### src/rtl/morse_tx.sv
// Morse transmitter: turns one 6-bit symbol code into a timed key waveform
// with International Morse element and gap timing. All outputs are registered.
module morse_tx #(
    parameter int unsigned UNIT_CYCLES = 4,
    parameter int unsigned CNT_W       = 16
) (
    input  logic       Clock,
    input  logic       Reset,
    input  logic       in_valid,
    input  logic [5:0] symbol,
    output logic       in_ready,
    output logic       key,
    output logic       dot,
    output logic       dash,
    output logic       busy,
    output logic       done,
    output logic       err
);

    localparam logic [CNT_W-1:0] Unit1 = CNT_W'(UNIT_CYCLES - 1);
    localparam logic [CNT_W-1:0] Unit3 = CNT_W'(3 * UNIT_CYCLES - 1);
    localparam logic [CNT_W-1:0] Unit7 = CNT_W'(7 * UNIT_CYCLES - 1);

    typedef enum logic [1:0] {StIdle, StMark, StSpace, StGap} state_e;

    state_e           state_q, state_d;
    logic [CNT_W-1:0] cnt_q, cnt_d;
    logic [2:0]       idx_q, idx_d;
    logic [4:0]       pat_q, pat_d;
    logic             key_q, key_d, dot_q, dot_d, dash_q, dash_d;
    logic             in_ready_q, in_ready_d, busy_q, busy_d;
    logic             done_q, done_d, err_q, err_d;

    logic [7:0] rom;  // {len[2:0], pat[4:0]}, pat[len-1] sent first, 1 = dash
    logic [2:0] rom_len;
    logic [4:0] rom_pat;
    assign rom_len = rom[7:5];
    assign rom_pat = rom[4:0];

    always_comb begin
        rom = 8'd0;
        case (symbol)
            6'd0:  rom = {3'd5, 5'b11111};
            6'd1:  rom = {3'd5, 5'b01111};
            6'd2:  rom = {3'd5, 5'b00111};
            6'd3:  rom = {3'd5, 5'b00011};
            6'd4:  rom = {3'd5, 5'b00001};
            6'd5:  rom = {3'd5, 5'b00000};
            6'd6:  rom = {3'd5, 5'b10000};
            6'd7:  rom = {3'd5, 5'b11000};
            6'd8:  rom = {3'd5, 5'b11100};
            6'd9:  rom = {3'd5, 5'b11110};
            6'd10: rom = {3'd2, 5'b00001};
            6'd11: rom = {3'd4, 5'b01000};
            6'd12: rom = {3'd4, 5'b01010};
            6'd13: rom = {3'd3, 5'b00100};
            6'd14: rom = {3'd1, 5'b00000};
            6'd15: rom = {3'd4, 5'b00010};
            6'd16: rom = {3'd3, 5'b00110};
            6'd17: rom = {3'd4, 5'b00000};
            6'd18: rom = {3'd2, 5'b00000};
            6'd19: rom = {3'd4, 5'b00111};
            6'd20: rom = {3'd3, 5'b00101};
            6'd21: rom = {3'd4, 5'b00100};
            6'd22: rom = {3'd2, 5'b00011};
            6'd23: rom = {3'd2, 5'b00010};
            6'd24: rom = {3'd3, 5'b00111};
            6'd25: rom = {3'd4, 5'b00110};
            6'd26: rom = {3'd4, 5'b01101};
            6'd27: rom = {3'd3, 5'b00010};
            6'd28: rom = {3'd3, 5'b00000};
            6'd29: rom = {3'd1, 5'b00001};
            6'd30: rom = {3'd3, 5'b00001};
            6'd31: rom = {3'd4, 5'b00001};
            6'd32: rom = {3'd3, 5'b00011};
            6'd33: rom = {3'd4, 5'b01001};
            6'd34: rom = {3'd4, 5'b01011};
            6'd35: rom = {3'd4, 5'b01100};
            default: rom = 8'd0;
        endcase
    end

    always_comb begin
        state_d = state_q;
        cnt_d   = cnt_q;
        idx_d   = idx_q;
        pat_d   = pat_q;
        done_d  = 1'b0;
        err_d   = 1'b0;
        case (state_q)
            StIdle: begin
                if (in_valid) begin
                    if (symbol <= 6'd35) begin
                        state_d = StMark;
                        pat_d   = rom_pat;
                        idx_d   = 3'(rom_len - 3'd1);
                        cnt_d   = rom_pat[idx_d] ? Unit3 : Unit1;
                    end else if (symbol == 6'd36) begin
                        state_d = StGap;
                        cnt_d   = Unit7;
                    end else begin
                        err_d = 1'b1;
                    end
                end
            end
            StMark: begin
                if (cnt_q == '0) begin
                    state_d = (idx_q != 3'd0) ? StSpace : StGap;
                    cnt_d   = (idx_q != 3'd0) ? Unit1 : Unit3;
                end else begin
                    cnt_d = cnt_q - CNT_W'(1);
                end
            end
            StSpace: begin
                if (cnt_q == '0) begin
                    state_d = StMark;
                    idx_d   = 3'(idx_q - 3'd1);
                    cnt_d   = pat_q[idx_d] ? Unit3 : Unit1;
                end else begin
                    cnt_d = cnt_q - CNT_W'(1);
                end
            end
            StGap: begin
                if (cnt_q == '0) begin
                    state_d = StIdle;
                    done_d  = 1'b1;
                end else begin
                    cnt_d = cnt_q - CNT_W'(1);
                end
            end
            default: state_d = StIdle;
        endcase
        // Outputs are registered copies of what the next state implies.
        key_d      = (state_d == StMark);
        dash_d     = key_d & pat_d[idx_d];
        dot_d      = key_d & ~pat_d[idx_d];
        in_ready_d = (state_d == StIdle);
        busy_d     = ~in_ready_d;
    end

    always_ff @(posedge Clock) begin
        if (Reset) begin
            state_q    <= StIdle;
            cnt_q      <= '0;
            idx_q      <= 3'd0;
            pat_q      <= 5'd0;
            key_q      <= 1'b0;
            dot_q      <= 1'b0;
            dash_q     <= 1'b0;
            in_ready_q <= 1'b1;
            busy_q     <= 1'b0;
            done_q     <= 1'b0;
            err_q      <= 1'b0;
        end else begin
            state_q    <= state_d;
            cnt_q      <= cnt_d;
            idx_q      <= idx_d;
            pat_q      <= pat_d;
            key_q      <= key_d;
            dot_q      <= dot_d;
            dash_q     <= dash_d;
            in_ready_q <= in_ready_d;
            busy_q     <= busy_d;
            done_q     <= done_d;
            err_q      <= err_d;
        end
    end

    assign in_ready = in_ready_q;
    assign key      = key_q;
    assign dot      = dot_q;
    assign dash     = dash_q;
    assign busy     = busy_q;
    assign done     = done_q;
    assign err      = err_q;

endmodule

### config.mk
export PLATFORM = sky130hd
export DESIGN_NAME = morse_tx
export DESIGN_NICKNAME = d
export VERILOG_FILES = /design/src/rtl/morse_tx.sv
export SDC_FILE = /design/constraint.sdc
export NUM_CORES = 1
export LEC_CHECK = 0
export CORE_MARGIN = 8
export CORE_UTILIZATION = 28
export DETAILED_ROUTE_END_ITERATION = 7
export GPL_TIMING_DRIVEN = 0
export MAX_ROUTING_LAYER = met4
export SLEW_MARGIN = 20
export SYNTH_ARGS = -nofsm -noshare
export SYNTH_HDL_FRONTEND = slang
export SYNTH_SLANG_ARGS = --single-unit
### constraint.sdc
create_clock -name Clock -period 7.2 [get_ports Clock]
set_clock_uncertainty 0.15 [all_clocks]
set_input_delay 1.44 -clock Clock [delete_from_list [all_inputs] [get_ports Clock]]
set_output_delay 1.44 -clock Clock [all_outputs]
set_load 0.02 [all_outputs]
==> metrics.md <==
| Metric | Value |
|---|---|
| Tmin final | a little under 5 ns |
| Hold-fix buffers, CTS | 0 |
| Hold Violations, Final | 0 |
| Share of layout cells above drive strength 1 | 12.3% |
| Startpoint type of the worst setup path | input port |
| Placer Congestion | 0.858 |
| Total power | about 990 uW |
| Initial antenna violation count | 0 |
| Initial DRC Count | between 200 and 250 |
| Clock latency on the worst-skew pair | 0.28 ns |
| Seq/Total Area, Yosys | 27.5% |
| Starting Density | around 28% |
| Post-Syn Instances | between 200 and 300 |
| PostCTS Resize Cnt | 0 |
| Post-DP HPWL | around 4400 um |
| Worst Path Required | between 7 and 8 ns |
| Top cell type's share of synthesized area | a little over a quarter |
| Max-cap viol count | 0 |
| Synthesized Nets | 316 |
| Global-route wire length before repair | 9630 um |
| Vias per cell | a little over 5 |
| R2r endpoint | dash |
| Max-slew violation count | 0 |
| Setup crit end | dash |
| Grt ovf | 0 |
| Async SR Flop Fraction | 0% |
| Critical Path Source | symbol[1] |
| Port Buf Inserts | 13 |
| CTS tree | done |
| Largest net degree at the start of global routing | 11 |
| Die area | around 0.012 mm^2 |
| Area contributors post-synth | dfxtp_1 27%, nor2_1 6.9%, ha_1 5.7% |
| Design area | 0.00279 mm^2 |
| NumNets Final | 336 |
| Htree depth | 2 |
| Setup TNS | 0 ns |
| Number of global-route vias before repair | between 2k and 2.5k |
| Post-DRT Antenna Nets | 0 |
| Syn Area/Cell | a little over 8 um^2 |
| Peak Freq | 205 MHz |
| Routed length per instance | ~13 um |
| Leakage | ~0.0011 uW |
| Setup Viol. Count Final | 0 |
| Die Y-Extent | roughly 110 um |
| Reg power frac | just under 30% |
| Worst Setup Path Type | in2reg |
| Area after DPL | approximately 0.0027 mm^2 |
| Worst Path Arrival | between 4 and 5 ns |
| Setup bufs post-CTS | 0 |
| Yosys cell types | just under 70 |
| TritonRoute pass-1 iters | 4 |
| Sw Share | 42.0% |
| Number of synthesized flops with an enable pin | 0 |
| Crit. End Element | register |
| Routed vias | roughly 2.2k |
| Reg-to-Reg Start | cnt_q[10] |
| Post-Syn Area | about 0.0024 mm^2 |
| Die W | approximately 110 um |
| Worst VDD drop | 0.000126 V |
| Remaining routing DRC violations | 0 |
| Total routed wirelength | 5650 um |
| Critical-path maximum fanout | 10 |
| Synth warn | 0 |
| RSZ-0062 raised after global routing | no |
| Logic pwr share | between 50% and 60% |
| CORE AREA | approximately 0.0085 mm^2 |
| Setup slack, reg-to-reg | 4.24 ns |
| Internal | between 500 and 600 uW |
| Hold Crit Class | reg2reg |
| R2R depth | 8 |
| Worst-margin pin slew | roughly 0.73 ns |
| Num CTS Buffers | 5 |
| CTS Sinks | 33 |
| Synth area leader | dfxtp_1 |
| PwrDens | between 300 and 400 mW/mm^2 |
| Part of the power in the clock network | 17.9% |
| Cell Rows | 34 |
| IO Pins | 16 |
| Clock Path Buffers | 2 |
| Tcrit/Tclk final | between 60% and 70% |
| #FFs+latches synth | 33 |
| Slew HR | 51.2% |
| CTS clock-pin slew for the worst setup and hold paths | ~0.07 ns |
| P_sw | approximately 420 uW |
| Area Overhead vs Synth | 15.9% |
| Gr usage total | between 10% and 20% |
| Status | finished, final reports clean |
| Final antenna diode count | 0 |
| Top_reg_cell synth | dfxtp_1 |
| Root buffer cell | clkbuf_8 |
-- stage by stage --
| stage | setup slack (ns) | util (%) | hold WS [ns] | instances |
|---|---|---|---|---|
| after global placement | 2.03 | 31.4 | 0.313 | 417 |
| after floorplan | 3.23 | - | 0.297 | 296 |
| after global routing | 2.08 | 32.8 | 0.355 | 425 |
| after CTS | 2.32 | 32.8 | 0.332 | 425 |
| after detailed placement | 2.04 | 31.4 | 0.318 | 417 |
| final | 2.31 | 32.8 | 0.328 | 425 |
-- power by group through the flow --
| stage | Combinational [uW] | Clock [uW] | Sequential, uW |
|---|---|---|---|
| 6_report | 529 | 178 | 287 |
| 5_1_grt | 599 | 190 | 297 |
| 4_1_cts | 536 | 182 | 288 |
| 3_5_place_dp | 534 | 0 | 291 |
| 3_3_place_gp | 527 | 0 | 289 |
| 2_1_floorplan | 406 | 0 | 295 |
-- cell families after synthesis --
logic type | Yosys count | share of synthesized area, %
AOI/OAI and AO/OA | 73 | 22.7
xor gates and xnor gates | 13 | 4.73
adders and majority gates | 12 | 6.14
buffers and inverters | 28 | 5.31
DFF | 33 | 27.5
muxes | 10 | 5.41
and+or+nand+nor | 127 | 28.2
-- Yosys cell counts, types with 3 or more instances --
library cell	count
mux2_2	3
a21oi_1	16
nor2_1	44
xor2_1	7
o22ai_1	3
nand2b_1	4
or3_1	5
o31ai_1	5
dfxtp_1	33
a31oi_1	3
o21ai_0	11
inv_1	13
clkbuf_1	7
ha_1	11
mux2i_1	4
nand3_1	5
nand2_1	23
xnor2_1	6
a22oi_1	4
or2_2	3
nor3_1	16
nor2b_1	8
buf_2	3
-- cell usage in the layout, fill, tap and decap left out, drive strengths merged, types with 4 or more instances in the layout --
| master | n |
|---|---|
| nor2 | 44 |
| dfxtp | 33 |
| nand2 | 24 |
| nor3 | 18 |
| a21oi | 16 |
| inv | 14 |
| clkbuf | 14 |
| clkdlybuf4s50 | 13 |
| o21ai | 12 |
| ha | 11 |
| nor2b | 8 |
| xor2 | 7 |
| buf | 7 |
| xnor2 | 6 |
| nand3 | 6 |
| or3 | 6 |
| o31ai | 5 |
| a211oi | 5 |
| nand2b | 4 |
| mux2i | 4 |
| a22oi | 4 |
| mux2 | 4 |
-- worst min-delay path by stage --
stage,from,endpoint,slack (ns),depth (start not counted)
after detailed placement,cnt_q[9],cnt_q[9],0.32,2
after CTS,cnt_q[9],cnt_q[9],0.33,2
after global routing,cnt_q[9],cnt_q[9],0.36,2
after floorplan,cnt_q[9],cnt_q[9],0.30,2
final,cnt_q[9],cnt_q[9],0.33,2
after global placement,cnt_q[9],cnt_q[9],0.31,2
-- state kept, by name (all words and copies together) (netlist names) --
name and count:
cnt_q 16, pat_q 5, idx_q 3, state_q 2, busy 1, dash 1, done 1, dot 1
err 1, in_ready 1, key 1
-- worst max-delay path: stages --
cell and delay [ns]:
clkdlybuf4s50_1 0.69, inv_1 0.21, ha_1 0.42, nor2b_1 0.09, o211a_1 0.26, nor3_1 0.59
nor3_4 0.09, a211oi_4 0.29, mux2_1 0.38, mux2_2 0.28, a211oi_2 0.20
-- layout make-up --
type	instances	area [um^2]
multi-input combinational	235	1620
inverter	14	52.6
fill	890	5720
timing repair buffer	13	130
clock inverter	1	30.0
clock buffer	7	86.3
sequential	33	661
tap	108	135
buffer	14	75.1
-- routing by layer --
layer | track usage [%] | up-vias | wire length, um
met4 | 2.83 | 0 | 55
li1 | - | 1098 | -
met3 | 2.07 | 8 | 190
met1 | 11.7 | 1023 | 2500
met5 | - | - | 0
met2 | 17.6 | 30 | 2900
Power figures use the tool's default switching activity.
